### config.mk
export PLATFORM = sky130hd
export DESIGN_NAME = pc_redirect
export DESIGN_NICKNAME = d
export VERILOG_FILES = /design/src/rtl/pc_redirect_pkg.sv /design/src/rtl/pc_redirect_branch_target.sv /design/src/rtl/pc_redirect.sv
export SDC_FILE = /design/constraint.sdc
export NUM_CORES = 1
export LEC_CHECK = 0
export CORE_MARGIN = 5
export CORE_UTILIZATION = 47
export CTS_BUF_LIST = sky130_fd_sc_hd__clkbuf_8
export DETAILED_ROUTE_END_ITERATION = 10
export PLACE_DENSITY_LB_ADDON = 0.12
export SETUP_SLACK_MARGIN = 0.2
export SLEW_MARGIN = 20
export SYNTH_ARGS = -nofsm -noshare
export SYNTH_HDL_FRONTEND = slang
export SYNTH_SLANG_ARGS = --single-unit
### constraint.sdc
create_clock -name clk -period 4.9 [get_ports clk]
set_input_delay 0.49 -clock clk [delete_from_list [all_inputs] [get_ports clk]]
set_output_delay 0.49 -clock clk [all_outputs]
set_load 0.02 [all_outputs]
### src/rtl/pc_redirect_pkg.sv
// Shared definitions for the PC redirect stage: FSM states, default widths/reset PC,
// RISC-V branch funct3 codes and opcodes. Optional macro: PC_REDIRECT_STATS_EN.
package pc_redirect_pkg;

  localparam int          XLEN_DEF     = 32;
  localparam logic [31:0] RESET_PC_DEF = 32'h0000_0000;

  localparam logic [2:0] F3_BEQ  = 3'b000;
  localparam logic [2:0] F3_BNE  = 3'b001;
  localparam logic [2:0] F3_BLT  = 3'b100;
  localparam logic [2:0] F3_BGE  = 3'b101;
  localparam logic [2:0] F3_BLTU = 3'b110;
  localparam logic [2:0] F3_BGEU = 3'b111;

  localparam logic [6:0] OPC_BRANCH = 7'b1100011;
  localparam logic [6:0] OPC_JAL    = 7'b1101111;
  localparam logic [6:0] OPC_JALR   = 7'b1100111;

  typedef enum logic {
    ST_RUN   = 1'b0,
    ST_FLUSH = 1'b1
  } state_e;

endpackage

### src/rtl/pc_redirect_branch_target.sv
// Combinational control-transfer target and link address; JALR clears the target LSB.
module branch_target #(
  parameter int XLEN = 32
) (
  input  logic            is_jalr,
  input  logic [XLEN-1:0] ex_pc,
  input  logic [XLEN-1:0] ex_imm,
  input  logic [XLEN-1:0] ex_rs1,
  output logic [XLEN-1:0] target,
  output logic [XLEN-1:0] link_addr
);

  logic [XLEN-1:0] base;
  logic [XLEN-1:0] sum;

  always_comb begin
    base      = is_jalr ? ex_rs1 : ex_pc;
    sum       = base + ex_imm;
    target    = is_jalr ? {sum[XLEN-1:1], 1'b0} : sum;
    link_addr = ex_pc + XLEN'(4);
  end

endmodule

### src/rtl/pc_redirect.sv
// Fetch PC register with EX-stage redirect, flush sequencing (RUN/FLUSH) and optional
// branch statistics enabled by the PC_REDIRECT_STATS_EN macro.
module pc_redirect
  import pc_redirect_pkg::*;
#(
  parameter int              XLEN         = XLEN_DEF,
  parameter logic [XLEN-1:0] RESET_PC     = XLEN'(RESET_PC_DEF),
  parameter int              FLUSH_CYCLES = 2
) (
  input  logic            clk,
  input  logic            rst,
  input  logic            stall,
  input  logic            ex_valid,
  input  logic            ex_is_branch,
  input  logic            ex_is_jal,
  input  logic            ex_is_jalr,
  input  logic            cmp,
  input  logic [XLEN-1:0] ex_pc,
  input  logic [XLEN-1:0] ex_imm,
  input  logic [XLEN-1:0] ex_rs1,
  output logic [XLEN-1:0] pc,
  output logic [XLEN-1:0] link_addr,
  output logic            redirect,
  output logic            flush_if_id,
  output logic            flush_id_ex,
  output logic            misalign_exc,
  output logic [31:0]     br_total,
  output logic [31:0]     br_taken
);

  state_e          state_q, state_d;
  logic [2:0]      cnt_q, cnt_d;
  logic [XLEN-1:0] pc_q, pc_d;
  logic            flush_q, flush_d;
  logic            mis_q, mis_d;
  logic [XLEN-1:0] target;
  logic            take;

  branch_target #(.XLEN(XLEN)) u_target (
    .is_jalr   (ex_is_jalr),
    .ex_pc     (ex_pc),
    .ex_imm    (ex_imm),
    .ex_rs1    (ex_rs1),
    .target    (target),
    .link_addr (link_addr)
  );

  // Jumps override branches; a misaligned target turns the transfer into an exception instead.
  assign take     = ex_valid & (ex_is_jal | ex_is_jalr | (ex_is_branch & cmp)) & (state_q == ST_RUN);
  assign redirect = take & ~target[1];

  always_comb begin
    state_d = state_q;
    cnt_d   = cnt_q;
    pc_d    = pc_q;
    flush_d = 1'b0;
    mis_d   = 1'b0;
    case (state_q)
      ST_RUN: begin
        if (redirect) begin
          pc_d    = target;
          state_d = ST_FLUSH;
          cnt_d   = 3'(FLUSH_CYCLES - 1);
          flush_d = 1'b1;
        end else begin
          mis_d = take;
          if (!stall) pc_d = pc_q + XLEN'(4);
        end
      end
      ST_FLUSH: begin
        pc_d = pc_q + XLEN'(4);
        if (cnt_q == 3'd0) begin
          state_d = ST_RUN;
        end else begin
          cnt_d   = cnt_q - 3'd1;
          flush_d = 1'b1;
        end
      end
      default: state_d = ST_RUN;
    endcase
  end

  always_ff @(posedge clk) begin
    if (rst) begin
      state_q <= ST_RUN;
      cnt_q   <= 3'd0;
      pc_q    <= RESET_PC;
      flush_q <= 1'b0;
      mis_q   <= 1'b0;
    end else begin
      state_q <= state_d;
      cnt_q   <= cnt_d;
      pc_q    <= pc_d;
      flush_q <= flush_d;
      mis_q   <= mis_d;
    end
  end

  assign pc           = pc_q;
  assign flush_if_id  = flush_q;
  assign flush_id_ex  = flush_q;
  assign misalign_exc = mis_q;

`ifdef PC_REDIRECT_STATS_EN
  logic [31:0] br_total_q, br_taken_q;
  logic        br_seen;

  assign br_seen = ex_valid & ex_is_branch & (state_q == ST_RUN);

  always_ff @(posedge clk) begin
    if (rst) begin
      br_total_q <= 32'd0;
      br_taken_q <= 32'd0;
    end else begin
      if (br_seen)            br_total_q <= br_total_q + 32'd1;
      if (br_seen & redirect) br_taken_q <= br_taken_q + 32'd1;
    end
  end

  assign br_total = br_total_q;
  assign br_taken = br_taken_q;
`else
  assign br_total = 32'd0;
  assign br_taken = 32'd0;
`endif

endmodule

==> run_results.csv, run 1 <==
group,metric,value,unit
floorplan,die_x,114,um
synth,ys_types,74,
timing,slew_violations,0,
synth,synth.most_common_cell,"buf_4",
grt,globalRouteOverflowTotal,0,
synth,ys_seq_area_frac,0.147,
synth,synthTopCellsByArea,"dfxtp_1, buf_4, ha_1",
floorplan,rows,37,
clocking,clock-sinks,37,
placement,port_buffers,171,
floorplan,core,10400,um2
detailed_routing,via_per_inst,5.42,
timing,whs,458,ps
setup_path,worstPathArrival,3420,ps
synth,ys_async_sr_fraction,0,
setup_path,crit_buf_inv,2,
timing,clock-skew-final,9.10,ps
clocking,post_cts_resize_count,0,
timing,period_share,0.798,
setup_path,critPathRequiredTime,4410,ps
setup_path,critical_path.max_fanout,4,
final_layout,drive_gt1_frac,0.0801,
power_and_ir_drop,peakVddDrop,0.149,mV
timing,final.setup.tns,0,ps
clocking,clockBufferDepth,2,
clocking,clkTransAtPathRegs,70,ps
grt,antenna_found_initial,0,
power_and_ir_drop,powerDensity,207,nW/um2
clocking,cts_tree,"done",
setup_path,cp-start-kind,"input port",
floorplan,start_util,0.485,
detailed_routing,drt_iter0_markers,300,
final_layout,nNetsFinal,938,
status,status,"complete, no violations",
setup_path,slowest_stage,"clkdlybuf4s50_1",
synth,syn_area,5050,um2
setup_path,critPathCaptureType,"output pin",
clocking,cts_hold_buffers,0,
final_layout,postLayoutCellArea,6700,um2
hold_path,hp-class,"flop to flop",
detailed_routing,vias,5069,
synth,yosysWarnings,0,
final_layout,diodes,0,
setup_path,cp_slowest_stage_delay,680,ps
clocking,cts_buffers,5,
floorplan,dieArea,12900,um2
setup_path,cp_top_family,"simple AND/OR/NAND/NOR gates",
setup_path,worstPathCellList,"clkdlybuf4s50_1 > ha_1 > nand3_1 > nor3_1 > and4_1 > nand2b_1 > nor2_1 > nand2_1 > xnor2_1 > clkdlybuf4s50_1",
synth,synth_common_cells,"buf_4, nor2_1, xnor2_1",
synth,ys.flop_type,"dfxtp_1",
grt,grt_pass1_wl,24.2,mm
timing,finalHoldViolCount,0,
synth,synth_top_area_cell,"dfxtp_1",
detailed_routing,drc,0,
floorplan,die_h,114,um
clocking,cts_setup_buffers,0,
detailed_routing,dr.pass1.iters,5,
grt,grt_pass1_vias,4970,
placement,dp_hpwl,12.9,mm
detailed_routing,avgRoutedWirePerCell,16.3,um
floorplan,ioPinCount,236,
clocking,htree_num_levels,2,
timing,period_needed,3910,ps
final_layout,area_delta_synth_final,32.5,%
synth,syn_area_per_cell,7.89,um2
synth,ys_ff_latch,37,
setup_path,worstSetupPathType,"input port to output pin",
timing,max_freq,0.256,GHz
grt,grt_max_degree,36,
synth,synth_edf_count,0,
run,max_cap_violations,0,
clocking,ctsRootBufferMaster,"clkbuf_8",
detailed_routing,routed_wirelength,15.2,mm
placement,placed_cell_area,6610,um2
clocking,clk_latency,300,ps
setup_path,cpMostUsedCell,"clkdlybuf4s50_1",
timing,rsz0062_at_grt,"no",
placement,gp_congestion,0.950,
synth,yosysTopAreaCellShare,0.147,
timing,setup_viol,0,
detailed_routing,final_antenna_net_count,0,
power_and_ir_drop,leakage,2.69,nW
grt,grt.total_usage,0.226,
synth,synth_cells,641,
-- final cells by class --
type                       instances  area [um2]
multi-input combinational        563        3900
sequential                        37         741
fill                             957        3720
clock inverter                     3        13.8
clock buffer                       5        68.8
timing repair buffer             176        1750
tap                              136         170
inverter                          15        56.3
-- cells in the final DEF, fill, tap and decap left out, drive strengths merged, types with 10 or more instances in the layout --
cell type	count
o21ai	16
xnor2	44
a21o	21
inv	16
nor2	49
nor3	12
nand4	21
ha	35
xor2	34
clkdlybuf4s50	171
and3	10
nand2	42
conb	64
nand3	30
a21oi	34
dfxtp	37
mux2	29
a211oi	19
-- logic make-up (layout without fill, tap and decap cells) --
family | count (synthesis) | in the layout | synth area share
AOI/OAI and AO/OA | 143 | 143 | 0.204
xor gates and xnor gates | 78 | 78 | 0.135
adders and majority gates | 36 | 36 | 0.0906
buffers and inverters | 104 | 199 | 0.129
DFF | 37 | 37 | 0.147
muxes | 32 | 32 | 0.0705
other | 1 | 64 | 0.000742
and+or+nand+nor | 210 | 210 | 0.223
-- per-layer routing --
| layer | track usage | up-vias | wire (um) | share of wire |
|---|---|---|---|---|
| met4 | 0.0673 | 0 | 329 | 0.022 |
| met3 | 0.0324 | 25 | 1190 | 0.078 |
| met5 | 0 | - | 0 | 0 |
| met1 | 0.310 | 2293 | 6840 | 0.45 |
| met2 | 0.367 | 238 | 6860 | 0.45 |
| li1 | - | 2513 | - | - |
-- worst reg2reg max path: cells and delay by family (launching register included) --
| family | cells | cell delay (ps) |
|---|---|---|
| DFF | 1 | 430 |
| and+or+nand+nor | 5 | 1420 |
| AOI/OAI and AO/OA | 1 | 220 |
| xor gates and xnor gates | 1 | 190 |
-- metrics by stage --
stage	setup WS (ps)	total power, mW	util	instances
6_report	991	1.38	0.643	935
4_1_cts	1010	1.38	0.643	935
3_3_place_gp	970	1.16	0.635	927
5_1_grt	804	1.47	0.643	935
2_1_floorplan	1500	0.914	-	704
3_5_place_dp	895	1.17	0.635	927
-- state kept, by name, indices dropped and copies added (netlist names) --
register / cells
cnt_q: 3
pc: 32
misalign_exc: 1
flush_id_ex: 1
-- worst paths after layout --
kind,from,end,slack (ps),depth (start not counted)
max reg2reg,flush_id_ex$_SDFF_PP0_,pc[24]$_SDFFE_PP0N_,2560,7
min,pc[0]$_SDFFE_PP0P_,pc[0]$_SDFFE_PP0P_,460,2
min reg2reg,pc[0]$_SDFFE_PP0P_,pc[0]$_SDFFE_PP0P_,460,2
max,ex_pc[3],link_addr[28],990,10
-- where the power goes --
part	internal [mW]	switching, mW
Combinational	0.364	0.432
Sequential	0.336	0.0443
Clock	0.0965	0.111
(Power assumes the default switching activity.)
==> inputs of run 2 (changes only) <==
--- a/config.mk
+++ b/config.mk
@@ -6,7 +6,7 @@
 export NUM_CORES = 1
 export LEC_CHECK = 0
 export CORE_MARGIN = 5
-export CORE_UTILIZATION = 47
+export CORE_UTILIZATION = 39
 export CTS_BUF_LIST = sky130_fd_sc_hd__clkbuf_8
 export DETAILED_ROUTE_END_ITERATION = 10
 export PLACE_DENSITY_LB_ADDON = 0.12
==> constraint.sdc (replaced) <==
create_clock -name clk -period 3.5 [get_ports clk]
set_input_delay 0.35 -clock clk [delete_from_list [all_inputs] [get_ports clk]]
set_output_delay 0.35 -clock clk [all_outputs]
set_load 0.02 [all_outputs]
==> run 2 against run 1 <==
Effect of this change: first-iteration DRC count down 7.0%; register-to-register slack worse by 1400 ps; core utilization down 7.2 points; non-clock buffer count up 58; worst hold slack better by 6.9 ps; clock skew down 1.2 ps; global-route usage down 2.4 points; clock-buffer cell count unchanged; sequential share of layout area down 0.83 points; sequential cell count unchanged; clock power up 85%; sequential power up 40%.
==> run_results.csv, run 2 (same netlist as run 1, synthesis figures left out) <==
group,metric,value,unit
setup_path,cp_top_family,"buffers and inverters",
detailed_routing,drt_iter0_markers,279,
detailed_routing,final_antenna_net_count,0,
grt,grtUsageMet2,0.320,
timing,slew_violations,0,
floorplan,ioPinCount,236,
floorplan,start_util,0.399,
hold_path,hp-class,"flop to flop",
clocking,clkTransAtPathRegs,80,ps
grt,grt_util_met3,0.0291,
final_layout,regArea,741,um2
timing,max_freq,0.309,GHz
final_layout,largest_reg_flops,32,
placement,dp.cells,1020,
detailed_routing,vias,5190,
clocking,htree_num_levels,2,
clocking,cts_tree,"done",
final_layout,diodes,0,
grt,grt_pass1_wl,25.2,mm
power_and_ir_drop,leakage,3.05,nW
setup_path,critical_path.max_fanout,5,
grt,antenna_found_initial,0,
power_and_ir_drop,powerDensity,294,nW/um2
timing,period_share,0.925,
detailed_routing,drc,0,
clocking,clk_latency,300,ps
setup_path,slowest_stage,"clkdlybuf4s50_1",
timing,worst_pin_slew,496,ps
placement,dp_hpwl,13.4,mm
detailed_routing,routed_wirelength,15.8,mm
clocking,ctsRootBufferMaster,"clkbuf_8",
grt,grt_pass1_vias,5057,
timing,slew_headroom,0.666,
placement,dpl_worst_slack,-88.9,ps
grt,globalRouteOverflowTotal,0,
final_layout,final_cell_mix,"clkdlybuf4s50_1, conb_1, buf_4",
final_layout,layout_commonest_cell,"clkdlybuf4s50_1",
clocking,clock-sinks,37,
timing,finalHoldViolCount,0,
floorplan,rows,41,
floorplan,core,12700,um2
clocking,cts_buffers,5,
timing,clock-skew-final,7.93,ps
timing,setup_viol,0,
floorplan,dieArea,15300,um2
clocking,clockBufferDepth,2,
placement,placed_cell_area,7090,um2
setup_path,cp-start-kind,"input port",
clocking,cts_hold_buffers,0,
detailed_routing,dr.pass1.iters,4,
grt,busiest_layer,"met2",
status,status,"complete, no violations",
final_layout,n_fill_cell,1193,
timing,final.setup.tns,0,ps
timing,final.setup.worst_slack,264,ps
setup_path,crit_buf_inv,2,
setup_path,worstSetupPathType,"input port to output pin",
setup_path,worstPathArrival,2890,ps
grt,grtUsageMet1,0.289,
grt,grt.total_usage,0.202,
setup_path,critPathRequiredTime,3150,ps
detailed_routing,avgRoutedWirePerCell,15.4,um
final_layout,area_delta_synth_final,43.2,%
timing,rsz0062_at_grt,"yes",
final_layout,final_cells,1029,
placement,gp_congestion,0.939,
timing,whs,465,ps
setup_path,worstPathCellList,"clkdlybuf4s50_1 > nand4_1 > nor3_4 > nand4_1 > nor3_4 > nand3_1 > xnor2_1 > clkdlybuf4s50_1",
power_and_ir_drop,peakVddDrop,0.143,mV
grt,grt_max_degree,34,
floorplan,die_x,124,um
setup_path,critPathCaptureType,"output pin",
floorplan,die_h,124,um
final_layout,multiInputGateArea,3920,um2
run,max_cap_violations,0,
setup_path,cp_slowest_stage_delay,620,ps
final_layout,postLayoutCellArea,7240,um2
detailed_routing,via_per_inst,5.04,
final_layout,drive_gt1_frac,0.145,
final_layout,nNetsFinal,996,
timing,period_needed,3240,ps
placement,port_buffers,171,
==> run 2: cell types whose count changed in the layout (fill, tap and decap cells not counted), sizes merged, moves of 4 or more <==
cell,delta
dlygate4sd2,+5
dlymetal6s2s,+4
buf,+58
clkdlybuf4s50,-9
==> run 2: timing repair <==
action                     in CTS  in global routing
pin swaps                       0                  2
buffers inserted                0                  1
setup endpoints to repair       8                 18
gates resized for setup         7                  8
==> run 2: through the flow <==
step / utilization / total power, mW
after floorplan: - / 1.28
after global placement: 0.559 / 1.73
after detailed placement: 0.559 / 1.74
after CTS: 0.568 / 2.13
after global routing: 0.571 / 2.27
final: 0.571 / 2.13
==> run 2: report_power, final <==
group | total (mW) | internal [mW] | leakage [nW] | switching, mW
clock | 0.382 | 0.213 | 0.0543 | 0.169
sequential | 0.533 | 0.470 | 0.303 | 0.0628
combinational | 1.21 | 0.584 | 2.69 | 0.627
total | 2.13 | 1.27 | 3.05 | 0.859
==> run 2: layout make-up <==
type                    instances  share of cell area
clock inverters                 3             0.00640
well taps                     172              0.0297
flip-flops and latches         37               0.102
repair buffers                234               0.303
multi-input cells             563               0.541
inverters                      15             0.00778
clock buffers                   5             0.00951
==> run 2: worst paths after layout <==
kind / from / end / slack [ps] / depth (start not counted)
min reg2reg: pc[0]$_SDFFE_PP0P_ / pc[0]$_SDFFE_PP0P_ / 460 / 2
max reg2reg: flush_id_ex$_SDFF_PP0_ / pc[26]$_SDFFE_PP0N_ / 1180 / 6
max: ex_pc[4] / link_addr[31] / 260 / 8
min: pc[0]$_SDFFE_PP0P_ / pc[0]$_SDFFE_PP0P_ / 460 / 2
==> run 2: layer usage <==
layer | share of wire | vias to the layer above
li1 | - | 2628
met1 | 0.46 | 2357
met2 | 0.45 | 185
met3 | 0.064 | 20
met4 | 0.019 | 0
met5 | 0 | -
==> run 2: worst reg2reg max path, cell delays in order (launching register included) <==
cell and delay [ps]:
dfxtp_1 430, nand2b_1 370, nand4_1 400, nor4_2 460, and4_1 280, xnor2_1 150
o22ai_1 110
